### src/rtl/regfile_wb_queue.sv
// regfile_wb_queue
// Writeback buffer sitting in front of a 16-entry, two-write-port register
// file. Results from the ALU channel (A) and the load channel (M) are queued
// in arrival order (A before M within a cycle). Up to two of the oldest
// entries are drained per cycle onto write ports Rd (oldest) and Rs
// (second oldest). A pending-write lookup lets decode see whether a register
// still has an undrained result.
//
// Ports
//   i_Clock, i_Reset_n          clock, asynchronous active-low reset
//   i_A_Valid/Addr/Data         channel A result, o_A_Ready handshake
//   i_M_Valid/Addr/Data         channel M result, o_M_Ready handshake
//   i_Drain_En                  permit draining this cycle
//   o_Rd_Wen/Addr/Data          register file write port Rd (oldest entry)
//   o_Rs_Wen/Addr/Data          register file write port Rs (second oldest)
//   i_Pend_Addr, o_Pend_Hit     pending-write lookup
//   o_Count                     queue occupancy
//   o_Addr_Err                  sticky: an out-of-range address was dropped
module regfile_wb_queue #(
  parameter int DEPTH = 4,
  parameter int DW    = 16,
  parameter int AW    = 7,
  parameter int NREG  = 16
) (
  input  logic                     i_Clock,
  input  logic                     i_Reset_n,
  input  logic                     i_A_Valid,
  input  logic [AW-1:0]            i_A_Addr,
  input  logic [DW-1:0]            i_A_Data,
  output logic                     o_A_Ready,
  input  logic                     i_M_Valid,
  input  logic [AW-1:0]            i_M_Addr,
  input  logic [DW-1:0]            i_M_Data,
  output logic                     o_M_Ready,
  input  logic                     i_Drain_En,
  output logic                     o_Rd_Wen,
  output logic [AW-1:0]            o_Rd_Addr,
  output logic [DW-1:0]            o_Rd_Data,
  output logic                     o_Rs_Wen,
  output logic [AW-1:0]            o_Rs_Addr,
  output logic [DW-1:0]            o_Rs_Data,
  input  logic [AW-1:0]            i_Pend_Addr,
  output logic                     o_Pend_Hit,
  output logic [$clog2(DEPTH):0]   o_Count,
  output logic                     o_Addr_Err
);

  localparam int PW = $clog2(DEPTH);
  localparam int CW = PW + 1;

  logic [AW-1:0] r_addr [DEPTH];
  logic [DW-1:0] r_data [DEPTH];
  logic [PW-1:0] r_wr_ptr;
  logic [PW-1:0] r_rd_ptr;
  logic [CW-1:0] r_count;
  logic          r_addr_err;

  logic [CW-1:0] w_free;
  logic          w_a_ready;
  logic          w_m_ready;
  logic          w_a_acc;
  logic          w_m_acc;
  logic          w_a_push;
  logic          w_m_push;
  logic [PW-1:0] w_m_idx;
  logic [PW-1:0] w_rs_idx;
  logic          w_rd_wen;
  logic          w_rs_wen;
  logic          w_pend_hit;

  // Free space is judged on registered occupancy only, so a pop in the same
  // cycle never opens a slot for an incoming result.
  assign w_free    = CW'(DEPTH) - r_count;
  assign w_a_ready = (w_free >= CW'(1));
  assign w_m_ready = i_A_Valid ? (w_free >= CW'(2)) : (w_free >= CW'(1));

  assign w_a_acc  = i_A_Valid & w_a_ready;
  assign w_m_acc  = i_M_Valid & w_m_ready;
  // Out-of-range destinations complete their handshake but are dropped.
  assign w_a_push = w_a_acc & (i_A_Addr < AW'(NREG));
  assign w_m_push = w_m_acc & (i_M_Addr < AW'(NREG));

  // M lands behind A when both are enqueued in the same cycle.
  assign w_m_idx  = r_wr_ptr + PW'(w_a_push);
  assign w_rs_idx = r_rd_ptr + PW'(1);

  assign w_rd_wen = i_Drain_En & (r_count >= CW'(1));
  assign w_rs_wen = i_Drain_En & (r_count >= CW'(2));

  // Pending lookup: an entry is live when its distance from the read pointer
  // is below the occupancy; entries being popped this cycle still count.
  always_comb begin
    w_pend_hit = 1'b0;
    for (int i = 0; i < DEPTH; i++) begin
      w_pend_hit = w_pend_hit |
                   (({1'b0, PW'(i) - r_rd_ptr} < r_count) &&
                    (r_addr[i] == i_Pend_Addr));
    end
  end

  // Entry storage: write accepted, in-range results into free slots.
  always_ff @(posedge i_Clock or negedge i_Reset_n) begin
    if (!i_Reset_n) begin
      for (int i = 0; i < DEPTH; i++) begin
        r_addr[i] <= {AW{1'b0}};
        r_data[i] <= {DW{1'b0}};
      end
    end else begin
      if (w_a_push) begin
        r_addr[r_wr_ptr] <= i_A_Addr;
        r_data[r_wr_ptr] <= i_A_Data;
      end
      if (w_m_push) begin
        r_addr[w_m_idx] <= i_M_Addr;
        r_data[w_m_idx] <= i_M_Data;
      end
    end
  end

  // Pointers, occupancy and the sticky address-error flag.
  always_ff @(posedge i_Clock or negedge i_Reset_n) begin
    if (!i_Reset_n) begin
      r_wr_ptr   <= {PW{1'b0}};
      r_rd_ptr   <= {PW{1'b0}};
      r_count    <= {CW{1'b0}};
      r_addr_err <= 1'b0;
    end else begin
      r_wr_ptr <= r_wr_ptr + PW'(w_a_push) + PW'(w_m_push);
      r_rd_ptr <= r_rd_ptr + PW'(w_rd_wen) + PW'(w_rs_wen);
      r_count  <= r_count + CW'(w_a_push) + CW'(w_m_push)
                          - CW'(w_rd_wen) - CW'(w_rs_wen);
      if ((w_a_acc && !w_a_push) || (w_m_acc && !w_m_push)) begin
        r_addr_err <= 1'b1;
      end
    end
  end

  assign o_A_Ready  = w_a_ready;
  assign o_M_Ready  = w_m_ready;
  assign o_Rd_Wen   = w_rd_wen;
  assign o_Rd_Addr  = r_addr[r_rd_ptr];
  assign o_Rd_Data  = r_data[r_rd_ptr];
  assign o_Rs_Wen   = w_rs_wen;
  assign o_Rs_Addr  = r_addr[w_rs_idx];
  assign o_Rs_Data  = r_data[w_rs_idx];
  assign o_Pend_Hit = w_pend_hit;
  assign o_Count    = r_count;
  assign o_Addr_Err = r_addr_err;

endmodule

### config.mk
export PLATFORM = sky130hd
export DESIGN_NAME = regfile_wb_queue
export DESIGN_NICKNAME = d
export VERILOG_FILES = /design/src/rtl/regfile_wb_queue.sv
export SDC_FILE = /design/constraint.sdc
export NUM_CORES = 1
export LEC_CHECK = 0
export CORE_ASPECT_RATIO = 1.25
export CORE_MARGIN = 2
export CORE_UTILIZATION = 50
export CTS_BUF_LIST = sky130_fd_sc_hd__clkbuf_8 sky130_fd_sc_hd__clkbuf_16
export DETAILED_ROUTE_END_ITERATION = 8
export GPL_ROUTABILITY_DRIVEN = 1
export HOLD_SLACK_MARGIN = 0.02
export MAX_ROUTING_LAYER = met4
export PLACE_DENSITY = 0.76
export SYNTH_ARGS = -nofsm -noshare
export SYNTH_HDL_FRONTEND = slang
export SYNTH_SLANG_ARGS = --single-unit
export TNS_END_PERCENT = 20
### constraint.sdc
create_clock -name i_Clock -period 8.6 [get_ports i_Clock]
set_input_delay 1.72 -clock i_Clock [delete_from_list [all_inputs] [get_ports i_Clock]]
set_output_delay 1.72 -clock i_Clock [all_outputs]
set_load 0.005 [all_outputs]
After elaboration in Yosys (flattened, before gate mapping):

Cells that the tools add are included.

* bits in registers: 100
* word-level logic and storage cells: 99

* mux-type cells: 29
* eq/ne operators: 4
* add/sub/neg operators: 14
* reductions and logical operators: 11
* bitwise operators: 13
* magnitude comparators: 16

Operator list (count)
* 64-bit bitwise mux: 2
* 64-bit two-way mux: 2
* 16-bit two-way mux: 6
* 16-bit binary-select mux with 2-bit select: 2
* 16-bit demux with 2-bit select: 2
* 28-bit bitwise mux: 2
* 28-bit two-way mux: 2
* 7-bit two-way mux: 6
* 7-bit binary-select mux with 2-bit select: 2
* 7-bit demux with 2-bit select: 2
* 7-bit equality test: 4
* 7-bit by 5-bit less-than comparator with 1-bit output, second input constant: 2
* 3-bit >= comparator, second input constant: 4
* 2-bit by 3-bit less-than comparator with 1-bit output: 4
* 2-bit inverter with 3-bit output: 4
* 2-bit by 1-bit adder with 2-bit output: 4
* 1-bit logical AND: 8
* 3-bit by 1-bit adder with 3-bit output: 2
* 1-bit bitwise AND: 6
* 3-bit by 1-bit >= comparator with 1-bit output, second input constant: 2
* 3-bit by 2-bit >= comparator with 1-bit output, second input constant: 2
* 3-bit by 1-bit less-than comparator with 1-bit output, second input constant: 2
* 3-bit by 1-bit subtractor with 3-bit output: 2
* 1-bit by 2-bit subtractor with 2-bit output, first input constant: 2
* other kinds (7): 11

Depth between registers and ports, before layout:

Gate-level depths: netlist of run 1.

* depth after elaboration: 12
* depth in mapped cells: 12

Worst setup path after synthesis of run 1:

No wires, ideal clock.

* path type: input -> output
* start point: input i_A_Valid
* end point: output o_M_Ready
* path buffers: 2
* arrival: 2.742 ns
* data required time: 6.880 ns
* slack: 4.138 ns
* stages: 5
* cells stage by stage: or3_1 -> a211oi_2 -> buf_6 -> buf_6 -> inv_2

* longest elaborated chain between the ends: 1

Ends and longest elaborated chain
* from (decl): line 27 `input logic i_A_Valid,`
* 1-bit two-way mux: line 75 `assign w_m_ready = i_A_Valid ? (w_free >= CW'(2)) : (w_free >= CW'(1));`
* to (decl): line 34 `output logic o_M_Ready,`

No other way between the ends.

Worst setup path in the final report of run 1:

Same ends and word-level chain as after synthesis.

==> results.sh, run 1 <==
export IMPL_total_number_of_placement_rows=47
export IMPL_dpl_instance_area_um2=7750
export IMPL_yosys_warnings=0
export IMPL_postSynthCellCount=668
export IMPL_switching_share=0.414
export IMPL_detailedRoute_firstPassIterationCount=8
export IMPL_finish_net_count=797
export IMPL_setup_ws_ns=2.73
export IMPL_postSynthAreaPerCell_um2=10.0
export IMPL_antenna_violations_before_repair=0
export IMPL_max_stage_delay_ns=0.72
export IMPL_portBuffers=112
export IMPL_ctsLongestPathBuffers=2
export IMPL_fin_tns_setup_ns=0
export IMPL_setup_worst_path_end_class="output pin"
export IMPL_post_cts_hold_buffer_count=0
export IMPL_max_cap_viol_count=0
export IMPL_worst_setup_skew_after_layout_ns=0.00742
export IMPL_root_buffer="sky130_fd_sc_hd__clkbuf_16"
export IMPL_route_antenna_remaining_nets=0
export IMPL_postSynth_asyncResetShare=1.00
export IMPL_library_cell_appearing_most_often_on_the_critical_path="sky130_fd_sc_hd__clkdlybuf4s50_1"
export IMPL_tritoncts="yes"
export IMPL_cp_slowest_cell="sky130_fd_sc_hd__buf_4"
export IMPL_worstPathCellList="clkdlybuf4s50_1 -> or3_1 -> a211oi_4 -> buf_4 -> inv_2 -> clkdlybuf4s50_1"
export IMPL_finish_instance_area_um2=8040
export IMPL_achievable_clock_frequency_mhz=170
export IMPL_synth_cell_type_count=39
export IMPL_slew_headroom=0.153
export IMPL_power_density_of_the_placed_cells_nw_per_um2=382
export IMPL_cp_buffers_inverters=4
export IMPL_die_width_um=107
export IMPL_io_pins=113
export IMPL_gp_routability_congestion=0.849
export IMPL_timing_hold_violations_final=0
export IMPL_initialDrtViolationCount=848
export IMPL_synth_seq_area_share=0.374
export IMPL_post_route_util=0.610
export IMPL_num_antenna_cells=0
export IMPL_power_static_leakage_uw=0.00298
export IMPL_timing_worst_setup_path_type="primary input to output pin"
export IMPL_clock_power_share=0.132
export IMPL_grt_usage=0.316
export IMPL_syn_area_um2=6690
export IMPL_post_cts_resized_instances=0
export IMPL_mostFrequentLayoutCell="sky130_fd_sc_hd__clkdlybuf4s50_1"
export IMPL_dieHeight_um=133
export IMPL_share_comb_of_total_power=0.575
export IMPL_min_delay_path_class="flop to flop"
export IMPL_routed_wirelength_um=21900
export IMPL_synthesized_net_count=741
export IMPL_initial_utilization=0.508
export IMPL_drive_gt1_frac=0.112
export IMPL_synth_ff_latch_count=100
export IMPL_timing_worst_slew_pin_value_ns=1.27
export IMPL_cpLargestDelayFamily="buffers and inverters"
export IMPL_globalRoute_totalOverflow=0
export IMPL_net_switching_power_uw=1270
export IMPL_power_sequential_fraction=0.294
export IMPL_clk_sinks=100
export IMPL_outcome="completed"
export IMPL_mostFrequentLayoutCells="sky130_fd_sc_hd__clkdlybuf4s50_1, sky130_fd_sc_hd__dfrtp_1, sky130_fd_sc_hd__nor4_1"
export IMPL_number_of_setup_buffers_added_after_cts=0
export IMPL_avgRoutedWirePerCell_um=24.3
export IMPL_design_core_area_um2=13200
export IMPL_drt_vias_per_instance=7.27
export IMPL_final_setup_viol_count=0
export IMPL_clk_pin_slew_worst_setup_hold_paths_ns=0.07
export IMPL_via_count=6545
export IMPL_synth_edff_count=0
export IMPL_clock_insertion_delay_worst_skew_ns=0.35
export IMPL_required_ns=6.88
export IMPL_irDropWorstVdd_v=0.000213
export IMPL_grt_pass1_wl_um=34400
export IMPL_timing_final_max_slew_violations=0
export IMPL_drcViolationCount=0
export IMPL_detailed_place_hpwl_um=13200
export IMPL_rsz0062_at_grt="no"
export IMPL_internal_power_uw=1800
export IMPL_cts_buffers_inserted=9
export IMPL_synth_flop_cell="sky130_fd_sc_hd__dfrtp_1"
export IMPL_final_min_clock_period_ns=5.87
export IMPL_startpoint_type="primary input"
export IMPL_grt_start_max_net_pins=87
export IMPL_fin_crit_sh=0.682
export IMPL_max_fanout_on_critical_path=86
export IMPL_cts_max_level=3
export IMPL_die_area_um2=14300
export IMPL_fin_hold_ws_ns=0.485
export IMPL_place_worst_setup_slack_ns=2.78
export IMPL_synthToLayoutAreaGrowth_pct=20.1
export IMPL_grt_pass1_vias=6595
export IMPL_arrival_ns=4.15
-- metal layers --
metal | GRT usage | up-vias | share of wire
met1 | 0.420 | 3183 | 0.37
met3 | 0.0455 | 97 | 0.11
met5 | - | - | 0
li1 | - | 2750 | -
met2 | 0.480 | 515 | 0.48
met4 | 0.151 | 0 | 0.037
-- cells in the mapped netlist, types with 5 or more instances --
cell type / count / area (µm²)
sky130_fd_sc_hd__nand3_1: 81 / 405
sky130_fd_sc_hd__or3_1: 7 / 43.8
sky130_fd_sc_hd__nor3_1: 6 / 30.0
sky130_fd_sc_hd__nor4_1: 84 / 526
sky130_fd_sc_hd__o21ai_1: 12 / 60.1
sky130_fd_sc_hd__nand2_1: 6 / 22.5
sky130_fd_sc_hd__inv_1: 6 / 22.5
sky130_fd_sc_hd__clkbuf_1: 38 / 143
sky130_fd_sc_hd__dfrtp_1: 100 / 2500
sky130_fd_sc_hd__mux4_2: 46 / 1040
sky130_fd_sc_hd__xnor2_1: 5 / 43.8
sky130_fd_sc_hd__and3_1: 13 / 81.3
sky130_fd_sc_hd__ha_1: 12 / 150
sky130_fd_sc_hd__xor2_1: 30 / 263
sky130_fd_sc_hd__buf_6: 8 / 90.1
sky130_fd_sc_hd__o21ai_0: 68 / 340
sky130_fd_sc_hd__a31oi_1: 80 / 500
sky130_fd_sc_hd__buf_2: 20 / 100
sky130_fd_sc_hd__clkbuf_2: 6 / 30.0
-- logic make-up after synthesis --
family | synth area share
AND/OR/NAND/NOR | 0.178
AO/OA/AOI/OAI | 0.149
flip-flops | 0.374
buffers and inverters | 0.0643
multiplexers | 0.155
XOR/XNOR | 0.0482
adder cells (fa/ha/maj) | 0.0314
-- state kept, by name, indices dropped and copies added (netlist names) --
signal      flops
r_rd_ptr        2
r_addr         28
r_wr_ptr        2
r_data         64
o_Count         3
o_Addr_Err      1
-- path summary, 6_finish.rpt --
check / slack [ns] / from / endpoint / depth (start not counted)
min reg2reg: 0.48 / o_Addr_Err / o_Addr_Err / 1
max: 2.73 / i_A_Valid / o_M_Ready / 6
min: 0.48 / o_Addr_Err / o_Addr_Err / 1
max in group asynchronous: 5.98 / i_Reset_n / r_rd_ptr[1] / 2
max reg2reg: 4.17 / o_Count[0] / o_Count[2] / 11
min in group asynchronous: 1.30 / i_Reset_n / o_Count[1] / 1
-- final cells by class --
cell class | count | area [µm²]
flip-flops and latches | 100 | 2500
inverters | 8 | 30.0
multi-input cells | 481 | 3790
repair buffers | 124 | 1210
clock buffers | 10 | 239
clock inverters | 6 | 50.0
well taps | 171 | 214
fillers | 1109 | 5130
-- power by group through the flow --
stage	sequential (µW)	clock (µW)	combinational, µW
5_1_grt	935	421	1870
6_report	904	404	1770
3_3_place_gp	885	0	1680
3_5_place_dp	907	0	1730
2_1_floorplan	791	0	1110
4_1_cts	899	403	1750
-- per-stage QoR --
step                      instances  power, µW
after floorplan                 668       1900
after detailed placement        884       2630
after CTS                       900       3050
final                           900       3080
after global placement          884       2570
after global routing            900       3230
(Power assumes the default switching activity.)
==> run 2: changes to the inputs <==
clock period = 5.6 ns   (was 8.6 ns; I/O delays follow)
==> run 2 against run 1 <==
- hold slack gained 0.032 ns
- total power up 55%
- wire length decreased by 1.3%
- cell count rose by 0.22%
- combinational power grew 52%
- clock power increased by 68%
- core utilization rose by 0.34 points
- register-to-register slack worse by 2.7 ns
- worst setup slack worse by 1.3 ns
==> results.sh, run 2 (same netlist as run 1, synthesis figures left out) <==
export IMPL_outcome="completed"
export IMPL_io_pins=113
export IMPL_clk_pin_slew_worst_setup_hold_paths_ns=0.07
export IMPL_startpoint_type="flop"
export IMPL_dieHeight_um=133
export IMPL_flip_flop_count_of_the_largest_register_after_layout=64
export IMPL_cp_slowest_cell="sky130_fd_sc_hd__or3_1"
export IMPL_avgRoutedWirePerCell_um=23.9
export IMPL_grt_start_max_net_pins=86
export IMPL_worstPathCellList="inv_1 -> ha_1 -> or3_1 -> o211a_2 -> ha_1 -> xnor2_2 -> or3_1 -> a31oi_1"
export IMPL_post_cts_hold_buffer_count=0
export IMPL_largest_register="r_data"
export IMPL_grt_pass1_wl_um=34100
export IMPL_timing_final_max_slew_violations=0
export IMPL_mostFrequentLayoutCells="sky130_fd_sc_hd__clkdlybuf4s50_1, sky130_fd_sc_hd__dfrtp_1, sky130_fd_sc_hd__nor4_1"
export IMPL_tritoncts="yes"
export IMPL_portBuffers=112
export IMPL_slew_headroom=0.269
export IMPL_die_width_um=107
export IMPL_route_met3_wl_um=2260
export IMPL_power_density_of_the_placed_cells_nw_per_um2=589
export IMPL_hp_start="o_Addr_Err"
export IMPL_die_area_um2=14300
export IMPL_clock_insertion_delay_worst_skew_ns=0.35
export IMPL_timing_hold_violations_final=0
export IMPL_max_cap_viol_count=0
export IMPL_fin_tns_setup_ns=0
export IMPL_antenna_violations_before_repair=0
export IMPL_setup_worst_path_end_class="flop"
export IMPL_ctsLongestPathBuffers=2
export IMPL_initial_utilization=0.508
export IMPL_cts_buffers_inserted=9
export IMPL_gp_routability_congestion=0.859
export IMPL_detailedRoute_firstPassIterationCount=5
export IMPL_rsz0062_at_grt="no"
export IMPL_met2_wirelength_um=10400
export IMPL_detailed_place_hpwl_um=13100
export IMPL_total_number_of_placement_rows=47
export IMPL_worst_setup_path_start="o_Count[0]"
export IMPL_max_fanout_on_critical_path=23
export IMPL_post_route_util=0.614
export IMPL_final_instance_count_excl_fill=902
export IMPL_clk_sinks=100
export IMPL_finish_net_count=799
export IMPL_cts_max_level=3
export IMPL_drt_vias_per_instance=7.14
export IMPL_number_of_setup_buffers_added_after_cts=0
export IMPL_fin_crit_sh=0.742
export IMPL_post_cts_resized_instances=0
export IMPL_route_antenna_remaining_nets=0
export IMPL_globalRoute_totalOverflow=0
export IMPL_timing_worst_slew_pin_value_ns=1.10
export IMPL_via_count=6442
export IMPL_final_min_clock_period_ns=4.15
export IMPL_root_buffer="sky130_fd_sc_hd__clkbuf_16"
export IMPL_max_stage_delay_ns=0.92
export IMPL_num_antenna_cells=0
export IMPL_min_delay_path_class="flop to flop"
export IMPL_critical_path_reg2reg_startpoint="o_Count[0]"
export IMPL_highest_layer="met4"
export IMPL_worst_setup_skew_after_layout_ns=0.00707
export IMPL_mostFrequentLayoutCell="sky130_fd_sc_hd__clkdlybuf4s50_1"
export IMPL_synthToLayoutAreaGrowth_pct=20.8
export IMPL_wirelength_met1_um=8100
export IMPL_drive_gt1_frac=0.118
export IMPL_required_ns=5.76
export IMPL_irDropWorstVdd_v=0.000330
export IMPL_design_core_area_um2=13200
export IMPL_grt_pass1_vias=6403
export IMPL_timing_worst_setup_path_type="flop to flop"
export IMPL_arrival_ns=4.31
export IMPL_power_static_leakage_uw=0.00299
export IMPL_grt_usage=0.311
export IMPL_initialDrtViolationCount=842
export IMPL_routed_wirelength_um=21600
export IMPL_dp_cells=886
export IMPL_drcViolationCount=0
export IMPL_achievable_clock_frequency_mhz=241
export IMPL_final_setup_viol_count=0
## run 2: worst paths after layout
check                              to  slack [ns]  depth (start not counted)
max in group asynchronous   r_data[0]        3.68                          2
setup reg to reg           r_data[26]        1.45                          8
min in group asynchronous  o_Count[2]        0.79                          1
hold / removal             o_Addr_Err        0.52                          1
hold reg to reg            o_Addr_Err        0.52                          1
setup / recovery           r_data[26]        1.45                          8
## run 2: cell type report
class | count | area, µm²
Sequential cell | 100 | 2500
Multi-Input combinational cell | 481 | 3790
Tap cell | 171 | 214
Clock inverter | 7 | 93.8
Timing Repair Buffer | 126 | 1220
Clock buffer | 9 | 225
Fill cell | 1107 | 5090
Inverter | 8 | 30.0
## run 2: critical path, delay by kind of cell (launching register included)
kind	cells	cell delay [ns]
buffers and inverters	1	0.13
flip-flops	1	0.56
adder cells (fa/ha/maj)	2	0.65
AO/OA/AOI/OAI	2	0.47
AND/OR/NAND/NOR	2	1.32
XOR/XNOR	1	0.83
## run 2: per-stage QoR
step	power [µW]	hold slack, ns	area (µm²)	setup WS (ns)
after floorplan	2920	0.474	6690	2.33
after global placement	3950	0.482	7770	1.36
after detailed placement	4030	0.497	7770	1.28
after CTS	4730	0.508	8090	1.46
after global routing	5010	0.533	8090	1.29
final	4760	0.517	8090	1.45
## run 2: power breakdown
group / switching [µW] / total, µW / internal [µW] / leakage, µW
combinational: 1310 / 2690 / 1380 / 0.00159
clock: 287 / 678 / 391 / 0.000162
sequential: 361 / 1400 / 1030 / 0.00124
## run 2: per-layer routing
layer / global-route usage / up-vias
met5: - / -
met4: 0.136 / 0
met2: 0.476 / 485
li1: - / 2742
met1: 0.417 / 3121
met3: 0.0396 / 94
==> run 3: changes to the inputs <==
clock period = 3.91 ns   (was 5.6 ns; I/O delays follow)
==> run 3 against run 2 <==
- clock skew is essentially flat
- critical endpoint is now o_Pend_Hit
- largest cell class unchanged
- critical path type is now primary input to output pin
- core utilization grew 0.86 points
- via count is essentially flat
==> results.sh, run 3 (same netlist as run 1, synthesis figures left out) <==
export IMPL_min_delay_path_class="flop to flop"
export IMPL_mostFrequentLayoutCell="sky130_fd_sc_hd__clkdlybuf4s50_1"
export IMPL_route_antenna_remaining_nets=0
export IMPL_finish_instance_area_um2=8200
export IMPL_grt_pass1_wl_um=34500
export IMPL_critical_path_endpoint="o_Pend_Hit"
export IMPL_power_density_of_the_placed_cells_nw_per_um2=838
export IMPL_dieHeight_um=133
export IMPL_drive_gt1_frac=0.132
export IMPL_gp_routability_congestion=0.885
export IMPL_clk_pin_slew_worst_setup_hold_paths_ns=0.07
export IMPL_avgRoutedWirePerCell_um=23.6
export IMPL_share_comb_of_total_power=0.563
export IMPL_r2r_end="r_addr[23]"
export IMPL_worst_setup_path_start="i_Pend_Addr[3]"
export IMPL_power_static_leakage_uw=0.00305
export IMPL_internal_power_uw=4090
export IMPL_grt_start_max_net_pins=86
export IMPL_flip_flop_count_of_the_largest_register_after_layout=64
export IMPL_max_cap_viol_count=0
export IMPL_initial_utilization=0.508
export IMPL_tritoncts="yes"
export IMPL_max_fanout_on_critical_path=4
export IMPL_mostFrequentLayoutCells="sky130_fd_sc_hd__clkdlybuf4s50_1, sky130_fd_sc_hd__dfrtp_1, sky130_fd_sc_hd__nor4_1"
export IMPL_fin_tns_setup_ns=0
export IMPL_total_number_of_placement_rows=47
export IMPL_globalRoute_totalOverflow=0
export IMPL_dpl_instance_area_um2=7860
export IMPL_drt_vias_per_instance=7.06
export IMPL_outcome="completed"
export IMPL_switching_share=0.405
export IMPL_setup_worst_path_end_class="output pin"
export IMPL_reg2reg_setup_slack_ns=0.60
export IMPL_timing_final_max_slew_violations=0
export IMPL_design_core_area_um2=13200
export IMPL_power_sequential_fraction=0.289
export IMPL_final_instance_count_excl_fill=913
export IMPL_final_min_clock_period_ns=3.42
export IMPL_post_cts_hold_buffer_count=0
export IMPL_irDropWorstVdd_v=0.000579
export IMPL_timing_worst_slew_pin_value_ns=1.10
export IMPL_startpoint_type="primary input"
export IMPL_worst_setup_skew_after_layout_ns=0.00667
export IMPL_timing_worst_setup_path_type="primary input to output pin"
export IMPL_number_of_setup_buffers_added_after_cts=0
export IMPL_clock_power_share=0.148
export IMPL_die_area_um2=14300
export IMPL_critical_path_reg2reg_startpoint="o_Count[0]"
export IMPL_final_setup_viol_count=0
export IMPL_initialDrtViolationCount=768
export IMPL_largest_register="r_data"
export IMPL_dp_cells=897
export IMPL_root_buffer="sky130_fd_sc_hd__clkbuf_16"
export IMPL_net_switching_power_uw=2790
export IMPL_required_ns=3.13
export IMPL_portBuffers=112
export IMPL_drcViolationCount=0
export IMPL_detailedRoute_firstPassIterationCount=5
export IMPL_clock_insertion_delay_worst_skew_ns=0.36
export IMPL_clk_sinks=100
export IMPL_die_width_um=107
export IMPL_cts_buffers_inserted=9
export IMPL_worstHoldPathCells=1
export IMPL_slew_headroom=0.265
export IMPL_cts_max_level=3
export IMPL_antenna_violations_before_repair=0
export IMPL_setup_ws_ns=0.491
export IMPL_num_antenna_cells=0
export IMPL_routed_wirelength_um=21600
export IMPL_post_cts_resized_instances=0
export IMPL_synthToLayoutAreaGrowth_pct=22.5
export IMPL_rsz0062_at_grt="no"
export IMPL_ctsLongestPathBuffers=2
export IMPL_timing_hold_violations_final=0
export IMPL_arrival_ns=2.64
export IMPL_reg2regPathDepth=9
export IMPL_via_count=6445
export IMPL_achievable_clock_frequency_mhz=292
export IMPL_grt_usage=0.316
export IMPL_io_pins=113
export IMPL_fin_crit_sh=0.875
export IMPL_place_worst_setup_slack_ns=0.494
export IMPL_detailed_place_hpwl_um=13600
export IMPL_grt_pass1_vias=6523
export IMPL_finish_net_count=810
run 3: cell count changes in the layout (fill, tap and decap cells not counted):
cell | before | now
sky130_fd_sc_hd__buf_12 | 0 | 1
sky130_fd_sc_hd__clkbuf_8 | 0 | 3
sky130_fd_sc_hd__buf_4 | 15 | 25
sky130_fd_sc_hd__inv_1 | 8 | 7
sky130_fd_sc_hd__clkinvlp_4 | 0 | 1
sky130_fd_sc_hd__clkinv_4 | 3 | 0
run 3: power groups by stage:
stage	clock network, µW	registers [µW]	logic, µW
2_1_floorplan	0	1740	2440
3_3_place_gp	0	1940	3740
3_5_place_dp	0	1980	3820
4_1_cts	1020	1970	3850
5_1_grt	1060	2040	4150
6_report	1020	1990	3870
run 3: how the worst min path moves through the flow:
stage	slack, ns	to	startpoint
6_report	0.49	o_Addr_Err	o_Addr_Err
5_1_grt	0.50	o_Addr_Err	o_Addr_Err
4_1_cts	0.49	o_Addr_Err	o_Addr_Err
3_5_place_dp	0.48	o_Addr_Err	o_Addr_Err
3_3_place_gp	0.48	o_Addr_Err	o_Addr_Err
2_1_floorplan	0.47	o_Addr_Err	o_Addr_Err
run 3: per-layer routing:
layer,GRT usage,routed length (µm),vias to the layer above
met1,0.405,8120,3143
met2,0.492,10500,456
met3,0.0514,2240,77
met5,-,0,-
met4,0.149,752,0
li1,-,-,2769
run 3: through the flow:
stage	util	power (µW)	hold slack (ns)
final	0.623	6870	0.486
after global routing	0.623	7250	0.503
after CTS	0.623	6830	0.489
after detailed placement	0.597	5800	0.479
after global placement	0.597	5670	0.476
after floorplan	-	4180	0.474
run 3: worst max-delay path: stages:
cell	delay, ns
sky130_fd_sc_hd__clkdlybuf4s50_1	0.51
sky130_fd_sc_hd__xor2_1	0.21
sky130_fd_sc_hd__nor4_1	0.36
sky130_fd_sc_hd__o211ai_1	0.14
sky130_fd_sc_hd__nand4_1	0.11
sky130_fd_sc_hd__clkdlybuf4s50_1	0.52
run 3: cell type report:
| type | count | area, µm² |
|---|---|---|
| repair buffers | 137 | 1320 |
| clock buffers | 12 | 267 |
| inverters | 8 | 30.0 |
| flip-flops and latches | 100 | 2500 |
| fillers | 1100 | 4970 |
| clock inverters | 4 | 71.3 |
| well taps | 171 | 214 |
| multi-input cells | 481 | 3790 |
